[src/rtl/main_control_fsm.sv]
// Multicycle RISC-V main control: Moore FSM sequencing fetch, decode, memory,
// ALU and branch steps, with write strobes suppressed while reset is held.
module main_control_fsm (
    input  logic       clk,
    input  logic       reset_n,
    input  logic [6:0] op,
    input  logic       zero,
    output logic [1:0] alu_op,
    output logic [1:0] alu_src_a,
    output logic [1:0] alu_src_b,
    output logic [1:0] result_src,
    output logic       adr_src,
    output logic       ir_write,
    output logic       reg_write,
    output logic       mem_write,
    output logic       pc_write,
    output logic       illegal_op,
    output logic [3:0] state
);

    typedef enum logic [3:0] {
        S_FETCH    = 4'd0,
        S_DECODE   = 4'd1,
        S_MEMADR   = 4'd2,
        S_MEMREAD  = 4'd3,
        S_MEMWB    = 4'd4,
        S_MEMWRITE = 4'd5,
        S_EXECUTER = 4'd6,
        S_EXECUTEI = 4'd7,
        S_ALUWB    = 4'd8,
        S_BEQ      = 4'd9,
        S_JAL      = 4'd10
    } state_t;

    localparam logic [6:0] OP_LW  = 7'b0000011;
    localparam logic [6:0] OP_SW  = 7'b0100011;
    localparam logic [6:0] OP_R   = 7'b0110011;
    localparam logic [6:0] OP_I   = 7'b0010011;
    localparam logic [6:0] OP_BEQ = 7'b1100011;
    localparam logic [6:0] OP_JAL = 7'b1101111;

    state_t cur_state;
    state_t nxt_state;

    logic ir_write_raw;
    logic reg_write_raw;
    logic mem_write_raw;
    logic illegal_raw;
    logic pc_update;
    logic branch;

    always_ff @(posedge clk or negedge reset_n) begin
        if (!reset_n) begin
            cur_state <= S_FETCH;
        end else begin
            cur_state <= nxt_state;
        end
    end

    always_comb begin
        nxt_state     = S_FETCH;
        alu_op        = 2'b00;
        alu_src_a     = 2'b00;
        alu_src_b     = 2'b00;
        result_src    = 2'b00;
        adr_src       = 1'b0;
        ir_write_raw  = 1'b0;
        reg_write_raw = 1'b0;
        mem_write_raw = 1'b0;
        illegal_raw   = 1'b0;
        pc_update     = 1'b0;
        branch        = 1'b0;
        case (cur_state)
            S_FETCH: begin
                ir_write_raw = 1'b1;
                alu_src_b    = 2'b10;
                result_src   = 2'b10;
                pc_update    = 1'b1;
                nxt_state    = S_DECODE;
            end
            S_DECODE: begin
                alu_src_a = 2'b01;
                alu_src_b = 2'b01;
                case (op)
                    OP_LW, OP_SW: nxt_state = S_MEMADR;
                    OP_R:         nxt_state = S_EXECUTER;
                    OP_I:         nxt_state = S_EXECUTEI;
                    OP_BEQ:       nxt_state = S_BEQ;
                    OP_JAL:       nxt_state = S_JAL;
                    default: begin
                        nxt_state   = S_FETCH;
                        illegal_raw = 1'b1;
                    end
                endcase
            end
            S_MEMADR: begin
                alu_src_a = 2'b10;
                alu_src_b = 2'b01;
                nxt_state = (op == OP_LW) ? S_MEMREAD : S_MEMWRITE;
            end
            S_MEMREAD: begin
                adr_src   = 1'b1;
                nxt_state = S_MEMWB;
            end
            S_MEMWB: begin
                result_src    = 2'b01;
                reg_write_raw = 1'b1;
            end
            S_MEMWRITE: begin
                adr_src       = 1'b1;
                mem_write_raw = 1'b1;
            end
            S_EXECUTER: begin
                alu_src_a = 2'b10;
                alu_op    = 2'b10;
                nxt_state = S_ALUWB;
            end
            S_EXECUTEI: begin
                alu_src_a = 2'b10;
                alu_src_b = 2'b01;
                alu_op    = 2'b10;
                nxt_state = S_ALUWB;
            end
            S_ALUWB: begin
                reg_write_raw = 1'b1;
            end
            S_BEQ: begin
                alu_src_a = 2'b10;
                alu_op    = 2'b01;
                branch    = 1'b1;
            end
            S_JAL: begin
                alu_src_a = 2'b01;
                alu_src_b = 2'b10;
                pc_update = 1'b1;
                nxt_state = S_ALUWB;
            end
            default: nxt_state = S_FETCH;
        endcase
    end

    // Strobes are gated by reset_n directly so FETCH shows no writes while held in reset.
    assign ir_write   = ir_write_raw & reset_n;
    assign reg_write  = reg_write_raw & reset_n;
    assign mem_write  = mem_write_raw & reset_n;
    assign illegal_op = illegal_raw & reset_n;
    assign pc_write   = (pc_update | (branch & zero)) & reset_n;
    assign state      = cur_state;

endmodule
[config.mk]
export PLATFORM = sky130hd
export DESIGN_NAME = main_control_fsm
export DESIGN_NICKNAME = d
export VERILOG_FILES = /design/src/rtl/main_control_fsm.sv
export SDC_FILE = /design/constraint.sdc
export NUM_CORES = 1
export LEC_CHECK = 0
export ABC_AREA = 1
export ABC_CLOCK_PERIOD_IN_PS = 1100
export BUFFER_PORTS_ARGS = -buffer_cell sky130_fd_sc_hd__buf_2
export CAP_MARGIN = 10
export CELL_PAD_IN_SITES_DETAIL_PLACEMENT = 0
export CELL_PAD_IN_SITES_GLOBAL_PLACEMENT = 1
export CORE_MARGIN = 2
export CORE_UTILIZATION = 24
export DETAILED_ROUTE_END_ITERATION = 7
export GPL_ROUTABILITY_DRIVEN = 0
export PLACE_DENSITY_LB_ADDON = 0.3
export SKIP_CTS_REPAIR_TIMING = 1
export SYNTH_ARGS = -nofsm -noshare
export SYNTH_HDL_FRONTEND = slang
export SYNTH_SLANG_ARGS = --single-unit
[constraint.sdc]
create_clock -name clk -period 1.1 [get_ports clk]
set_input_delay 0.055 -clock clk [delete_from_list [all_inputs] [get_ports clk]]
set_output_delay 0.055 -clock clk [all_outputs]
set_load 0.005 [all_outputs]
### After elaboration in Yosys (flattened, before gate mapping)

Cells that the tools add are included.

* equality and inequality tests: 16
* bitwise operators: 7
* reduce and logical (&&, ||, !) cells: 11
* mux-type cells: 15

Operator list (count)
* 4-bit one-hot mux with 5 select lines: 2
* 4-bit by 3-bit equality test with 1-bit output, second input constant: 4
* 2-bit one-hot mux with 2 select lines: 4
* 7-bit by 6-bit equality test with 1-bit output, second input constant: 2
* 7-bit equality test, second input constant: 2
* 4-bit equality test, second input constant: 3
* 2-bit OR reduction: 6
* 4-bit by 2-bit equality test with 1-bit output, second input constant: 2
* 1-bit 2-to-1 mux: 8
* 7-bit by 2-bit equality test with 1-bit output, second input constant: 1
* 7-bit by 5-bit equality test with 1-bit output, second input constant: 1
* 1-bit AND: 6
* 3-bit OR reduction: 2
* 6-bit OR reduction: 1
* 4-bit by 1-bit equality test with 1-bit output, second input constant: 1
* 4-bit logical NOT: 1
* 4-bit OR reduction: 1
* 3-bit 2-to-1 mux: 1
* 1-bit bitwise OR: 1

* register bits after elaboration: 4
* bits of input ports: 10
* output and inout bits: 18
* word-level logic and storage cells: 50

### Logic depth before layout (Yosys ltp)

* depth in word-level cells: 5
* gate-level depth with buffers: 7
* depth with buffers taken out: 7

### Worst setup path after synthesis

Ideal clock, no wire load.

* kind: flip-flop to output port
* start: register cur_state[2], in the netlist state[2]
* end: output port pc_write
* data required time: 1.045 ns
* stages on the path, launching flop included: 6
* path buffers: 0
* path slack: 0.072 ns
* arrival time: 0.973 ns
* path through: dfrtp_1 -> nor2_2 -> nand2_1 -> nand2_2 -> nor2_1 -> nor2_1

* cells in the longest elaborated chain, start to end: 5
* elaborated cells between the ends (all ways): 9
* those cells by class: eq/ne (2); mux (2); bitwise (3); reduce/logical (2)

Ends and longest elaborated chain
* from (decl): line 42 `state_t cur_state;`
* from (signal assigned): line 56 `cur_state <= nxt_state;`
* 4-bit equality test or 4-bit logical NOT (tied branches): line 73 `case (cur_state)`
* 2-bit OR reduction (no line) or 1-bit 2-to-1 mux (tied branches)
* 1-bit 2-to-1 mux or 1-bit AND (tied branches): line 73, 147
* 1-bit bitwise OR (*): line 147 `assign pc_write = (pc_update | (branch & zero)) & reset_n;`
* 1-bit AND (*): line 147
* to (decl): line 16 `output logic pc_write,`

Every way passes the cells marked *; elsewhere a longest branch is shown, timed or not.

### Worst setup path after layout

Same ends and word-level chain as after synthesis.

==> flow_summary_export.csv <==
group,metric,value,unit
status,status,"finished, violations left",
status,violations,"negative setup slack",
power_and_ir_drop,vdd_drop_max,716,uV
drt,ant_nets,0,
logic_synthesis,synth_top_cell_area_share,0.242,
sta,hold_viol,0,
drt,wl_per_cell,8.61,um
power_and_ir_drop,p_seq_frac,0.205,
sta,worst-slew-pin-transition,0.184,ns
grt,grt.total_usage,0.110,
power_and_ir_drop,switching_power,0.459,mW
clock_tree,cts_tree,"yes",
sta,fin_worst_skew,0.0000731,ns
sta,max_freq,738,MHz
floorplan,io_pins,28,
drt,via_count,614,
cells_and_area,seq_area,103,um^2
logic_synthesis,ys_ff_latch,4,
grt,antenna_found_initial,0,
power_and_ir_drop,switching_share,0.401,
cells_and_area,multi_input_area,324,um^2
cells_and_area,area_growth,78.0,%
floorplan,die_area,0.00223,mm^2
power_and_ir_drop,combPwrFrac,0.644,
cells_and_area,finalInstanceArea,800,um^2
sta,final_max_slew_viol_count,0,
grt,grt_pass1_wl,1790,um
setup_path,r2r_slack,0.04,ns
cells_and_area,largest_reg_flops,4,
logic_synthesis,synth_cell_types,14,
setup_path,reg2reg_to,"state[3]",
logic_synthesis,synth_seq_area_share,0.223,
logic_synthesis,synth.top_cells.by_area,"nand2_1, dfrtp_1, nor2_1",
logic_synthesis,ys_warn_count,0,
drt,first_pass_iters,3,
floorplan,die_h,47.3,um
power_and_ir_drop,p_total,1.14,mW
sta,setup_violations,15,
floorplan,num_rows,15,
floorplan,coreArea,0.00175,mm^2
floorplan,start_util,0.257,
place,place_area,676,um^2
sta,finalCritPeriodShare,1.23,
logic_synthesis,synth_adder_area_share,0,
floorplan,die_x,47.3,um
clock_tree,clock_latency,0.23,ns
setup_path,worstSetupStartpointType,"flip-flop",
setup_path,cp_data_required_time,1.04,ns
power_and_ir_drop,internal-power,0.685,mW
place,preCtsSetupSlack,-0.0376,ns
logic_synthesis,avgSynthCellArea,5.28,um^2
setup_path,worst_ep_arrival_time,1.30,ns
power_and_ir_drop,p_per_area,1430,mW/mm^2
clock_tree,cts-root-buf,"clkbuf_4",
drt,drc,0,
logic_synthesis,synth_mux_area_frac,0,
cells_and_area,diodes,0,
drt,via_per_inst,4.01,
sta,relSlewSlack,0.877,
hold_path,holdPathEnd,"state[1]",
hold_path,hold_path_class,"input port to flip-flop",
place,hpwl,1040,um
logic_synthesis,syn-cell-area,449,um^2
logic_synthesis,syn-num-nets,95,
drt,drt-total-wl,1320,um
setup_path,path_max_fanout,4,
grt,grt_overflow,0,
hold_path,hp-start,"op[6]",
sta,worst_slack,-0.255,ns
logic_synthesis,synth_compound_area_frac,0.0334,
setup_path,setup.worst_path.end_class,"output port",
grt,grt_pass1_vias,492,
logic_synthesis,synth_xor_area_frac,0,
cells_and_area,fillerInstances,190,
place,port_buffers,27,
setup_path,crit_type,"flip-flop to output port",
clock_tree,cts_made_buffers,3,
grt,grt_max_degree,7,
flow_run,maxCapViolations,0,
logic_synthesis,synth_top_family_by_area,"simple AND/OR/NAND/NOR gates",
sta,period_minus_slack,1.36,ns
drt,drt_iter0_markers,8,
clock_tree,path_clk_slew,0.03,ns
cells_and_area,fin_nets,140,
logic_synthesis,syn_inst,85,
logic_synthesis,yosys.area.top_type,"nand2_1",
setup_path,worstRegToRegCells,7,
place,dp.cells,145,
hold_path,whs_path_depth,4,
cells_and_area,finalNonFillerCells,153,
logic_synthesis,synth_simple_gate_area_share,0.599,
power_and_ir_drop,p_leak,0.504,nW
clock_tree,clock-sinks,4,
sta,rsz0062_at_grt,"true",
clock_tree,clk_path_buf_depth,2,
clock_tree,cts.htree.levels,1,
setup_path,worstReg2RegStart,"state[0]",
power_and_ir_drop,clkPwrFrac,0.151,
cells_and_area,drive_gt1_frac,0.508,
through the flow:
stage           util  hold WS [ns]  TNS [ns]
6_report       0.458         0.178     -2.54
3_3_place_gp   0.387        -0.114   -0.0632
2_1_floorplan      -        -0.241         0
5_1_grt        0.458         0.189     -3.76
4_1_cts        0.400        -0.358     -2.72
3_5_place_dp   0.387        -0.111   -0.0395
cells by family (layout without fill, tap and decap cells):
logic type | count (synthesis) | after routing
AND/OR/NAND/NOR | 61 | 61
buffers and inverters | 17 | 60
flip-flops | 4 | 4
AO/OA/AOI/OAI | 3 | 3
Yosys cell counts (all sizes together):
master,n
o21ai,1
nor3,1
nand3,9
nor2,20
a21oi,2
dfrtp,4
inv,16
nand2,31
clkinv,1
placed cells by master, fill, tap and decap left out, drive strengths merged:
master,netlist,routed
buf,0,39
nand2,31,31
nor2,20,20
inv,16,17
nand3,9,9
dfrtp,4,4
clkbuf,0,3
a21oi,2,2
nor3,1,1
o21ai,1,1
dlygate4sd3,0,1
power groups by stage:
stage | clock (mW) | combinational (mW) | sequential, mW
2_1_floorplan | 0 | 0.266 | 0.213
3_3_place_gp | 0 | 0.585 | 0.210
3_5_place_dp | 0 | 0.586 | 0.210
4_1_cts | 0.185 | 0.588 | 0.208
5_1_grt | 0.197 | 0.818 | 0.239
6_report | 0.173 | 0.737 | 0.234
layer usage:
| metal | track usage | part of all wire | vias up |
|---|---|---|---|
| met1 | 0.128 | 0.45 | 254 |
| met5 | 0 | 0 | - |
| met2 | 0.205 | 0.48 | 22 |
| met4 | 0 | 0 | 0 |
| met3 | 0.0385 | 0.070 | 0 |
| li1 | - | - | 338 |
how the worst max path moves through the flow:
stage	from	to	slack [ns]	depth (start not counted)
after CTS	state[2]	pc_write	-0.29	7
after global routing	state[2]	pc_write	-0.35	7
after detailed placement	state[2]	pc_write	-0.04	7
after floorplan	state[2]	pc_write	0.07	5
after global placement	state[0]	pc_write	-0.04	7
final	state[2]	pc_write	-0.26	7
worst max-delay path, cell delays in order (launching register included):
cell     delay, ns
dfrtp_1       0.41
buf_6         0.14
nor2_4        0.13
nand2_2       0.08
nor2_1        0.09
nor2_1        0.04
nor2_1        0.06
buf_2         0.11
area by class of cell:
| cell class | instances | share of cell area |
|---|---|---|
| clock buffer | 3 | 0.0282 |
| inverter | 17 | 0.0829 |
| multi-input combinational | 64 | 0.405 |
| sequential | 4 | 0.128 |
| tap | 25 | 0.0391 |
| timing repair buffer | 40 | 0.316 |
Note: power is estimated with default switching activity, not from simulation.
